`config.mk`:
```
export PLATFORM = sky130hd
export DESIGN_NAME = inference_sequencer
export DESIGN_NICKNAME = d
export VERILOG_FILES = /design/src/rtl/inference_sequencer.sv
export SDC_FILE = /design/constraint.sdc
export NUM_CORES = 1
export LEC_CHECK = 0
export CAP_MARGIN = 40
export CORE_MARGIN = 4
export CORE_UTILIZATION = 54
export CTS_BUF_LIST = sky130_fd_sc_hd__clkbuf_16
export DETAILED_ROUTE_END_ITERATION = 6
export PLACE_DENSITY = 0.8
export SLEW_MARGIN = 20
export SYNTH_ARGS = -nofsm -noshare
export SYNTH_HDL_FRONTEND = slang
export SYNTH_SLANG_ARGS = --single-unit
```
`constraint.sdc`:
```
create_clock -name clk -period 2.45 [get_ports clk]
set_clock_uncertainty 0.2 [all_clocks]
set_input_delay 0.245 -clock clk [delete_from_list [all_inputs] [get_ports clk]]
set_output_delay 0.245 -clock clk [all_outputs]
set_load 0.005 [all_outputs]
```
`src/rtl/inference_sequencer.sv`:
```
// Sequences one inference frame through NUM_STAGES pipeline stages with a per-stage watchdog.
// Latency: start -> stage_start[0] is 1 cycle; stage_done[i] -> stage_start[i+1] or done is 1 cycle.
// Backpressure: start is ignored while busy; abort returns to IDLE; a stalled stage raises a sticky err.
module inference_sequencer #(
    parameter int NUM_STAGES     = 4,
    parameter int TIMEOUT_CYCLES = 65535,
    parameter int FC_WIDTH       = 16
) (
    input  logic                  clk,
    input  logic                  reset,
    input  logic                  start,
    input  logic                  abort,
    input  logic [NUM_STAGES-1:0] stage_done,
    output logic [NUM_STAGES-1:0] stage_start,
    output logic [1:0]            buf_owner,
    output logic [1:0]            cur_stage,
    output logic                  busy,
    output logic                  done,
    output logic                  err,
    output logic [FC_WIDTH-1:0]   frame_count
);

    localparam int IW = (NUM_STAGES > 4) ? $clog2(NUM_STAGES) : 2;
    localparam int WW = (TIMEOUT_CYCLES > 2) ? $clog2(TIMEOUT_CYCLES) : 1;

    typedef enum logic [2:0] {
        S_IDLE,
        S_LAUNCH,
        S_WAIT,
        S_FINISH,
        S_ERROR
    } state_t;

    state_t                state_q;
    logic [IW-1:0]         idx_q;
    logic [WW-1:0]         wd_q;
    logic [NUM_STAGES-1:0] stage_start_q;
    logic [1:0]            buf_owner_q;
    logic [1:0]            cur_stage_q;
    logic                  busy_q;
    logic                  done_q;
    logic                  err_q;
    logic [FC_WIDTH-1:0]   frame_count_q;

    logic [IW-1:0]         nxt_idx;
    logic                  cur_done;
    logic                  last_stage;
    logic                  wd_expired;

    assign nxt_idx    = idx_q + 1'b1;
    assign cur_done   = stage_done[idx_q];
    assign last_stage = (idx_q == IW'(NUM_STAGES - 1));
    assign wd_expired = (wd_q == WW'(TIMEOUT_CYCLES - 1));

    always_ff @(posedge clk) begin
        if (reset) begin
            state_q       <= S_IDLE;
            idx_q         <= '0;
            wd_q          <= '0;
            stage_start_q <= '0;
            buf_owner_q   <= 2'd3;
            cur_stage_q   <= 2'd0;
            busy_q        <= 1'b0;
            done_q        <= 1'b0;
            err_q         <= 1'b0;
            frame_count_q <= '0;
        end else begin
            // Launch and completion strobes are single-cycle by default.
            stage_start_q <= '0;
            done_q        <= 1'b0;
            case (state_q)
                S_IDLE, S_ERROR: begin
                    if (start) begin
                        state_q       <= S_LAUNCH;
                        idx_q         <= '0;
                        wd_q          <= '0;
                        err_q         <= 1'b0;
                        stage_start_q <= {{(NUM_STAGES-1){1'b0}}, 1'b1};
                        buf_owner_q   <= 2'd0;
                        cur_stage_q   <= 2'd0;
                        busy_q        <= 1'b1;
                    end
                end
                S_LAUNCH: begin
                    if (abort) begin
                        state_q     <= S_IDLE;
                        buf_owner_q <= 2'd3;
                        busy_q      <= 1'b0;
                    end else begin
                        state_q <= S_WAIT;
                        wd_q    <= '0;
                    end
                end
                S_WAIT: begin
                    if (abort) begin
                        state_q     <= S_IDLE;
                        buf_owner_q <= 2'd3;
                        busy_q      <= 1'b0;
                    end else if (cur_done) begin
                        if (last_stage) begin
                            state_q       <= S_FINISH;
                            done_q        <= 1'b1;
                            frame_count_q <= frame_count_q + 1'b1;
                            buf_owner_q   <= 2'd3;
                        end else begin
                            state_q       <= S_LAUNCH;
                            idx_q         <= nxt_idx;
                            stage_start_q <= {{(NUM_STAGES-1){1'b0}}, 1'b1} << nxt_idx;
                            buf_owner_q   <= (nxt_idx <= IW'(2)) ? nxt_idx[1:0] : 2'd3;
                            cur_stage_q   <= nxt_idx[1:0];
                        end
                    end else if (wd_expired) begin
                        // idx and cur_stage are held so the stalled stage stays visible.
                        state_q     <= S_ERROR;
                        err_q       <= 1'b1;
                        buf_owner_q <= 2'd3;
                        busy_q      <= 1'b0;
                    end else begin
                        wd_q <= wd_q + 1'b1;
                    end
                end
                S_FINISH: begin
                    state_q     <= S_IDLE;
                    buf_owner_q <= 2'd3;
                    busy_q      <= 1'b0;
                end
                default: begin
                    state_q     <= S_IDLE;
                    buf_owner_q <= 2'd3;
                    busy_q      <= 1'b0;
                end
            endcase
        end
    end

    assign stage_start = stage_start_q;
    assign buf_owner   = buf_owner_q;
    assign cur_stage   = cur_stage_q;
    assign busy        = busy_q;
    assign done        = done_q;
    assign err         = err_q;
    assign frame_count = frame_count_q;

endmodule

```
==> flow_summary.json, run 1 <==
{
  "cap_violations": 0,
  "yosysTopAreaCellShare_pct": 39.42,
  "synth.ff_latch_count": 46,
  "h-tree-depth": 2,
  "synth.avg_cell_area_sq_um": 8.848,
  "synth.area.mux_share_pct": 2.250,
  "drtPass1Iterations": 4,
  "layout_common_cells": "dfxtp_1, clkdlybuf4s50_1, nor2_1",
  "coreArea_sq_um": 4086,
  "vias": 2156,
  "clkLatencyLatePin_ns": 0.28,
  "fill_cells": 317,
  "die_x_um": 73.77,
  "crit_fanout": 11,
  "yosys.area_share.simple_pct": 29.51,
  "instances_no_fill": 366,
  "synth_top_family_by_area": "simple AND/OR/NAND/NOR gates",
  "path_delay_family": "simple AND/OR/NAND/NOR gates",
  "worst_path_max_delay_cell": "or3b_2",
  "rsz0062_at_grt": "no",
  "ys_types": 50,
  "reg2reg_from": "state_q[0]$_SDFFE_PP0P_",
  "cts_tree": "built",
  "post-cts-setup-buffers": 0,
  "area_delta_synth_final_pct": 27.16,
  "cts_sinks": 46,
  "drv_slew": 0,
  "wire_per_inst_um": 14.83,
  "synth-compound-area-share_pct": 15.91,
  "fin_crit_ns": 2.287,
  "hold-worst-slack_ns": 0.2578,
  "rows": 23,
  "synthCells": 264,
  "p_per_area_nw_per_um2": 507.9,
  "path_cells": "or3b_2, o31ai_1, nor3b_1, nor2_1, a211o_1",
  "cts_root_buf": "clkbuf_16",
  "cp-start-kind": "register",
  "synth_fa_ha_area_share_pct": 3.749,
  "detail-route-antenna-nets": 0,
  "synth.largest_area_cell": "dfxtp_1",
  "outcome": "completed",
  "final_common_cell": "dfxtp_1",
  "synth.yosys.seq_area_share_pct": 39.42,
  "p_total_mw": 1.509,
  "ys_warn_count": 0,
  "min_to": "err$_SDFFE_PP0P_",
  "slowest_delay_ns": 0.52,
  "cts_resized": 0,
  "grt_max_degree": 21,
  "worstReg2RegEnd": "wd_q[15]$_SDFFE_PP0P_",
  "synth_area_sq_um": 2336,
  "gp_congestion": 0.8622,
  "synth_nets": 279,
  "async_reset_ff_share_pct": 0,
  "peakVddDrop_v": 0.0003421,
  "max_slew_margin_pct": 49.09,
  "synth_edf_count": 0,
  "start_util_pct": 57.16,
  "synth-xor-area-share_pct": 4.124,
  "synth-main-ff-cell": "dfxtp_1",
  "grt_pass1_wl_um": 9342,
  "crit_arrival_ns": 2.26,
  "fin_tns_setup_ns": 0,
  "drtIter0Drc": 143,
  "fmax_ghz": 0.4373,
  "required_ns": 2.42,
  "placed_cells": 357,
  "grt_usage_pct": 21.83,
  "setup_viol": 0,
  "viasPerCell": 5.891,
  "leakagePower_nw": 1.142,
  "nNetsFinal": 330,
  "cp_num_buf_inv": 0,
  "hold_start": "err$_SDFFE_PP0P_",
  "hold_class": "reg2reg",
  "wirelength_um": 5427,
  "reg2reg_slack_ns": 0.16,
  "dp_hpwl_um": 3879,
  "overflow": 0,
  "min_delay_path_depth": 2,
  "cts_hold_buf": 0,
  "worstRegToRegCells": 5,
  "die_h_um": 73.77,
  "path_clk_slew_ns": 0.06,
  "synth.area.top_cells": "dfxtp_1, a21oi_1, nor2_1, ha_1, xnor2_1",
  "critPathKind": "reg2reg",
  "cts_buffer_depth": 2,
  "end_kind": "register",
  "grt_pass1_vias": 2073,
  "numCtsBuffers": 5,
  "io_pins": 35,
  "port_buffers": 34,
  "hold_violations": 0,
  "layout-drive-gt1-share_pct": 12.34,
  "route.detailed.drc": 0,
  "finalCritPeriodShare_pct": 93.33,
  "tightest_slew_ns": 0.7608,
  "die_area_sq_um": 5442,
  "antenna_found_initial": 0,
  "antenna_cells": 0,
  "final_core_util_pct": 72.69
}
[power breakdown]
group          leakage, nW  switching [mW]  total (mW)  internal, mW
logic                0.698          0.0517       0.107        0.0558
clock network       0.0724           0.268       0.637         0.369
registers            0.372         0.00792       0.764         0.757
[synth_stat cells, types with 3 or more instances]
cell      number
clkbuf_1       6
ha_1           7
buf_6          3
o21ai_0       10
nand2_1       13
mux2i_1        3
nor3_1        10
and3_1        11
a31oi_1        4
or3_1          8
inv_1          9
nand4_1       11
a21oi_1       20
buf_2          4
dfxtp_1       46
nor2_1        25
xnor2_1        9
o22a_1         4
nor4_1         3
nand3_1       12
a211o_1        6
[worst register-to-register path: stages (launching register included)]
cell and delay (ns):
dfxtp_1 0.41, or3b_2 0.52, o31ai_1 0.10, nor3b_1 0.34, nor2_1 0.26, a211o_1 0.35
[cell type report]
class	instances	area (sq um)	area share, %
Multi-Input combinational cell	195	1297	43.68
Sequential cell	46	920.9	31.00
Timing Repair Buffer	58	518.0	17.44
Clock buffer	5	125.1	4.212
Tap cell	50	62.56	2.106
Inverter	9	33.78	1.137
Clock inverter	3	12.51	0.4212
[state kept, by name (all words and copies together) (netlist names)]
| signal | count |
|---|---|
| frame_count | 16 |
| err | 1 |
| stage_start | 4 |
| busy | 1 |
| buf_owner | 2 |
| wd_q | 16 |
| state_q | 3 |
| cur_stage | 2 |
| done | 1 |
[how the worst max path moves through the flow]
stage / startpoint / endpoint / slack, ns / depth (start not counted)
global placement: start / wd_q[13]$_SDFFE_PP0P_ / -0.04 / 6
CTS: state_q[0]$_SDFFE_PP0P_ / wd_q[15]$_SDFFE_PP0P_ / 0.18 / 5
global route: wd_q[0]$_SDFFE_PP0P_ / wd_q[7]$_SDFFE_PP0P_ / 0.02 / 7
detailed placement: start / wd_q[15]$_SDFFE_PP0P_ / -0.09 / 6
floorplan: cur_stage[0]$_SDFFE_PP0P_ / wd_q[11]$_SDFFE_PP0P_ / 0.22 / 5
finish: state_q[0]$_SDFFE_PP0P_ / wd_q[15]$_SDFFE_PP0P_ / 0.16 / 5
[layer usage]
metal,part of all wire (%),track usage [%]
met5,0,0
met4,2.3,8.652
met3,3.8,4.514
met2,50,36.32
met1,44,27.43
[metrics by stage]
| stage | worst slack, ns | cell area (sq um) |
|---|---|---|
| 5_1_grt | 0.01983 | 2970 |
| 6_report | 0.1635 | 2970 |
| 4_1_cts | 0.1791 | 2965 |
| 3_5_place_dp | -0.08539 | 2828 |
| 3_3_place_gp | -0.04419 | 2828 |
| 2_1_floorplan | 0.2180 | 2336 |
[logic make-up (layout without fill, tap and decap cells)]
group,after synthesis,after routing
and+or+nand+nor,116,116
xor gates and xnor gates,11,11
adders and majority gates,7,7
buffers and inverters,23,75
DFF,46,46
AOI/OAI and AO/OA,57,57
muxes,4,4
Note: power is estimated with default switching activity, not from simulation.
==> run 2, diff against run 1 <==
- clock period: 2.45 -> 2.55 ns (I/O delays scaled with it)
==> flow_summary.json, run 2 (synthesized netlist as in run 1, its figures left out) <==
{
  "path_cells": "nand4_1, nor4_4, buf_4, or3b_1, o311ai_0, mux2i_1",
  "start_util_pct": 57.16,
  "detail-route-antenna-nets": 0,
  "rows": 23,
  "cp-start-kind": "register",
  "h-tree-depth": 2,
  "drtPass1Iterations": 4,
  "slowest_delay_ns": 0.44,
  "vias": 2131,
  "reg2reg_from": "wd_q[5]$_SDFFE_PP0P_",
  "grt_pass1_wl_um": 9039,
  "grt_usage_pct": 20.81,
  "cts_sinks": 46,
  "wirelength_um": 5339,
  "cap_violations": 0,
  "worstRegToRegCells": 6,
  "worst-path-stages": 6,
  "startpoint": "wd_q[5]$_SDFFE_PP0P_",
  "end_kind": "register",
  "cts_hold_buf": 0,
  "seqPwrFrac_pct": 47.5,
  "fin_crit_ns": 2.402,
  "drv_slew": 0,
  "antenna_found_initial": 0,
  "port_buffers": 34,
  "swShare_pct": 20.44,
  "overflow": 0,
  "clkLatencyLatePin_ns": 0.28,
  "io_pins": 35,
  "leakagePower_nw": 1.105,
  "crit_arrival_ns": 2.34,
  "worstReg2RegEnd": "buf_owner[0]$_SDFFE_PP1P_",
  "finalCritPeriodShare_pct": 94.19,
  "die_h_um": 73.77,
  "nNetsFinal": 321,
  "crit_fanout": 6,
  "final_common_cell": "dfxtp_1",
  "gp_congestion": 0.8729,
  "clkPwrFrac_pct": 46.1,
  "wire_per_inst_um": 15.00,
  "p_per_area_nw_per_um2": 527.7,
  "hold-worst-slack_ns": 0.2629,
  "setup_viol": 0,
  "viasPerCell": 5.986,
  "tightest_slew_ns": 0.7702,
  "hold_violations": 0,
  "power.internal_mw": 1.230,
  "grt_pass1_vias": 2053,
  "layout-drive-gt1-share_pct": 10.13,
  "reg2reg_slack_ns": 0.15,
  "fmax_ghz": 0.4163,
  "hold_class": "reg2reg",
  "path_clk_slew_ns": 0.06,
  "critPathKind": "reg2reg",
  "numCtsBuffers": 5,
  "coreArea_sq_um": 4086,
  "peakVddDrop_v": 0.0005371,
  "p_sw_mw": 0.3159,
  "cts_tree": "built",
  "route.detailed.drc": 0,
  "area_delta_synth_final_pct": 25.39,
  "cts_buffer_depth": 2,
  "cts_root_buf": "clkbuf_16",
  "drtIter0Drc": 153,
  "layout_common_cells": "dfxtp_1, clkdlybuf4s50_1, nor2_1",
  "path_delay_family": "simple AND/OR/NAND/NOR gates",
  "rsz0062_at_grt": "no",
  "dp_hpwl_um": 3862,
  "max_slew_margin_pct": 47.93,
  "die_area_sq_um": 5442,
  "grt_max_degree": 34,
  "worst_path_max_delay_cell": "dfxtp_1",
  "setup_slack_ns": 0.1481,
  "p_comb_share_pct": 6.3,
  "antenna_cells": 0,
  "pre_cts_slack_ns": -0.0009590,
  "die_x_um": 73.77,
  "outcome": "completed",
  "required_ns": 2.49,
  "cp_num_buf_inv": 1,
  "crit_end": "buf_owner[0]$_SDFFE_PP1P_"
}
## run 2: metal layers
layer,up-vias,global-route usage (%),wire (um)
met5,-,0,0
met3,14,3.967,189
met2,50,35.24,2625
met1,1014,26.13,2413
met4,0,7.445,111
li1,1053,-,-
## run 2: area by class of cell
class / count / area [sq um]
clock inverter: 2 / 33.78
tap: 50 / 62.56
multi-input combinational: 195 / 1300
sequential: 46 / 920.9
clock buffer: 5 / 125.1
timing repair buffer: 49 / 452.9
inverter: 9 / 33.78
fill: 338 / 1157
## run 2: worst reg2reg max path, stage by stage, from the launching register on
cell,delay (ns)
dfxtp_1,0.44
nand4_1,0.30
nor4_4,0.41
buf_4,0.20
or3b_1,0.24
o311ai_0,0.29
mux2i_1,0.19
## run 2: worst min-delay path by stage
stage                     startpoint                      end  slack [ns]  depth (start not counted)
floorplan                      start  state_q[2]$_SDFFE_PP0P_        0.24                          2
global placement    err$_SDFFE_PP0P_         err$_SDFFE_PP0P_        0.25                          2
detailed placement  err$_SDFFE_PP0P_         err$_SDFFE_PP0P_        0.25                          2
CTS                 err$_SDFFE_PP0P_         err$_SDFFE_PP0P_        0.27                          2
global route        err$_SDFFE_PP0P_         err$_SDFFE_PP0P_        0.30                          2
finish              err$_SDFFE_PP0P_         err$_SDFFE_PP0P_        0.26                          2
## run 2: metrics by stage
stage	utilization, %	area [sq um]	instances	setup TNS, ns	total power, mW
finish	71.68	2929	356	0	1.546
global route	71.68	2929	356	0	1.592
CTS	71.62	2927	356	0	1.554
detailed placement	67.73	2768	349	-0.0009590	0.8473
global placement	67.73	2768	349	0	0.8456
floorplan	-	2336	264	0	0.8031
## run 2: power by group through the flow
stage | Sequential, mW | Clock, mW | Combinational, mW
CTS | 0.734 | 0.723 | 0.0975
detailed placement | 0.750 | 0 | 0.0970
floorplan | 0.747 | 0 | 0.0563
global placement | 0.750 | 0 | 0.0954
global route | 0.735 | 0.751 | 0.107
finish | 0.734 | 0.713 | 0.0981
## run 2: repair_timing
| item | 4_1_cts | 5_1_grt |
|---|---|---|
| resized for setup | 0 | 1 |
| setup buffers | 0 | 0 |
| endpoints found under the setup margin | 0 | 3 |
==> run 3, diff against run 2 <==
- CTS_CLUSTER_SIZE: not set -> 40
==> results of run 3 <==
Same layout as run 2: the final DEF is identical, and so are final timing and power.
==> variant (settings of run 3) <==
Set the parameter `NUM_STAGES` to 8 (it was 4).
--- a/src/rtl/inference_sequencer.sv
+++ b/src/rtl/inference_sequencer.sv
@@ -4,3 +4,3 @@
 module inference_sequencer #(
-    parameter int NUM_STAGES     = 4,
+    parameter int NUM_STAGES     = 8,
     parameter int TIMEOUT_CYCLES = 65535,
Ports: changed (resized stage_done and stage_start); port bits go from 35 to 43. No check against the original RTL was run, so the function may have changed too.
==> variant against run 3 <==
  * Final area grew 19%
  * Maximum frequency is 0.50% higher
  * Die area grew 18%
  * Hold slack better by 0.019 ns
  * Area after synthesis is 20% higher
  * Worst setup slack improved by 0.012 ns
  * Largest power group unchanged
  * Largest cell class unchanged
  * Routed wire length is 29% higher
  * Total power is 10% higher
  * Sequential cell count grew 5
  * Highest routed layer unchanged
==> variant: results (changes against run 3) <==
Parameter                              Value

Detailed routing
  Final Routed Wirelength ... 6880 µm (was 5340 µm)
  Pre-Repair DR Iteration Count ... 5 (was 4)
  Vias ... 2687 (was 2131)
  Count of routing violations after the opening detailed-route iteration ... 167 (was 153)

GRT
  Largest net degree at the start of global routing ... 29 (was 34)
  Global-route usage over all layers ... 22.6% (was 20.8%)
  Number of global-route vias before repair ... 2469 (was 2053)
  Global-route wire length before repair ... 11600 µm (was 9040 µm)

Layout
  Number of antenna repair diodes ... 0 (unchanged)
  Final net count ... 391 (was 321)
  Number of non-filler instances in the completed layout ... 438 (was 356)
  Fraction of layout instances using a drive strength above 1 ... 10.8% (was 10.1%)

Timing
  FMAX ... 0.418 GHz (was 0.416 GHz)
  Worst hold-check slack ... 0.281 ns (was 0.263 ns)
  Slew @ Worst Pin ... 0.500 ns (was 0.770 ns)

Pwr
  Share of total power in combinational logic ... 7.9% (was 6.3%)
  Largest vdd supply drop ... 0.285 mV (was 0.537 mV)
  Internal Power ... 1.33 mW (was 1.23 mW)
  Reg power frac ... 47.6% (was 47.5%)

Place
  Post-placement cell count ... 430 (was 349)
  Place WS ... 0.110 ns (was -0.000959 ns)
  Count of input and output buffers ... 42 (was 34)
  Placement-stage cell area ... 3320 µm² (was 2770 µm²)

Setup path
  Worst flop-to-flop path startpoint ... state_q[1]$_SDFFE_PP0P_ (was wd_q[5]$_SDFFE_PP0P_)
  Slowest stage cell, crit path ... sky130_fd_sc_hd__or4_1 (was sky130_fd_sc_hd__dfxtp_1)
  Largest stage delay, worst path ... 0.55 ns (was 0.44 ns)
  Count of cells along the worst register-to-register path ... 5 (was 6)
  Data arrival at the endpoint of the critical path ... 2.41 ns (was 2.34 ns)
  Critical Path Fanout Max ... 18 (was 6)
  FF-to-FF End ... frame_count[12]$_SDFFE_PP0P_ (was buf_owner[0]$_SDFFE_PP1P_)

Synth
  Commonest cells in the synthesized netlist ... 51 x sky130_fd_sc_hd__dfxtp_1, 26 x sky130_fd_sc_hd__nand2_1, 26 x sky130_fd_sc_hd__nand3_1 (was 46 x sky130_fd_sc_hd__dfxtp_1, 25 x sky130_fd_sc_hd__nor2_1, 20 x sky130_fd_sc_hd__a21oi_1)
  Ranking of synthesized cells by area ... sky130_fd_sc_hd__dfxtp_1 36%, sky130_fd_sc_hd__nand3_1 4.6%, sky130_fd_sc_hd__ha_1 4.0%, sky130_fd_sc_hd__a21oi_1 3.7%, sky130_fd_sc_hd__nand2_1 3.5% (was sky130_fd_sc_hd__dfxtp_1 39%, sky130_fd_sc_hd__a21oi_1 4.3%, sky130_fd_sc_hd__nor2_1 4.0%, sky130_fd_sc_hd__ha_1 3.7%, sky130_fd_sc_hd__xnor2_1 3.4%)
  Net count of the mapped netlist ... 344 (was 279)
  Count of mapped cells out of synthesis ... 323 (was 264)
  Seq/Total Area, Yosys ... 36.4% (was 39.4%)

Worst hold path
  Terminating pin of the worst hold path ... err$_SDFFE_PP0P_ (unchanged)

Status
  Status ... complete, no violations (unchanged)

Clocking
  Post-CTS setup buffers ... 0 (unchanged)
## variant: area by class of cell
type                    count  area (µm²)
clock buffers               5         125
multi-input cells         243        1640
flip-flops and latches     51        1020
fillers                   409        1390
repair buffers             57         533
well taps                  67        83.8
inverters                  12        45.0
clock inverters             3        43.8
## variant: per-layer routing
metal | global-route usage, % | vias up | part of all wire [%]
li1 | - | 1317 | -
met1 | 28.5 | 1247 | 43
met2 | 37.9 | 110 | 48
met3 | 4.37 | 13 | 6.7
met4 | 8.78 | 0 | 1.6
met5 | 0 | - | 0
## variant: cell families (layout without fill, tap and decap cells)
kind of cell	count (synthesis)	in the layout	synth area share, %
AOI/OAI and AO/OA	86	86	21.4
xor gates and xnor gates	2	2	0.624
adders and majority gates	9	9	4.01
buffers and inverters	29	77	5.22
DFF	51	51	36.4
muxes	8	8	2.94
and+or+nand+nor	138	138	29.4
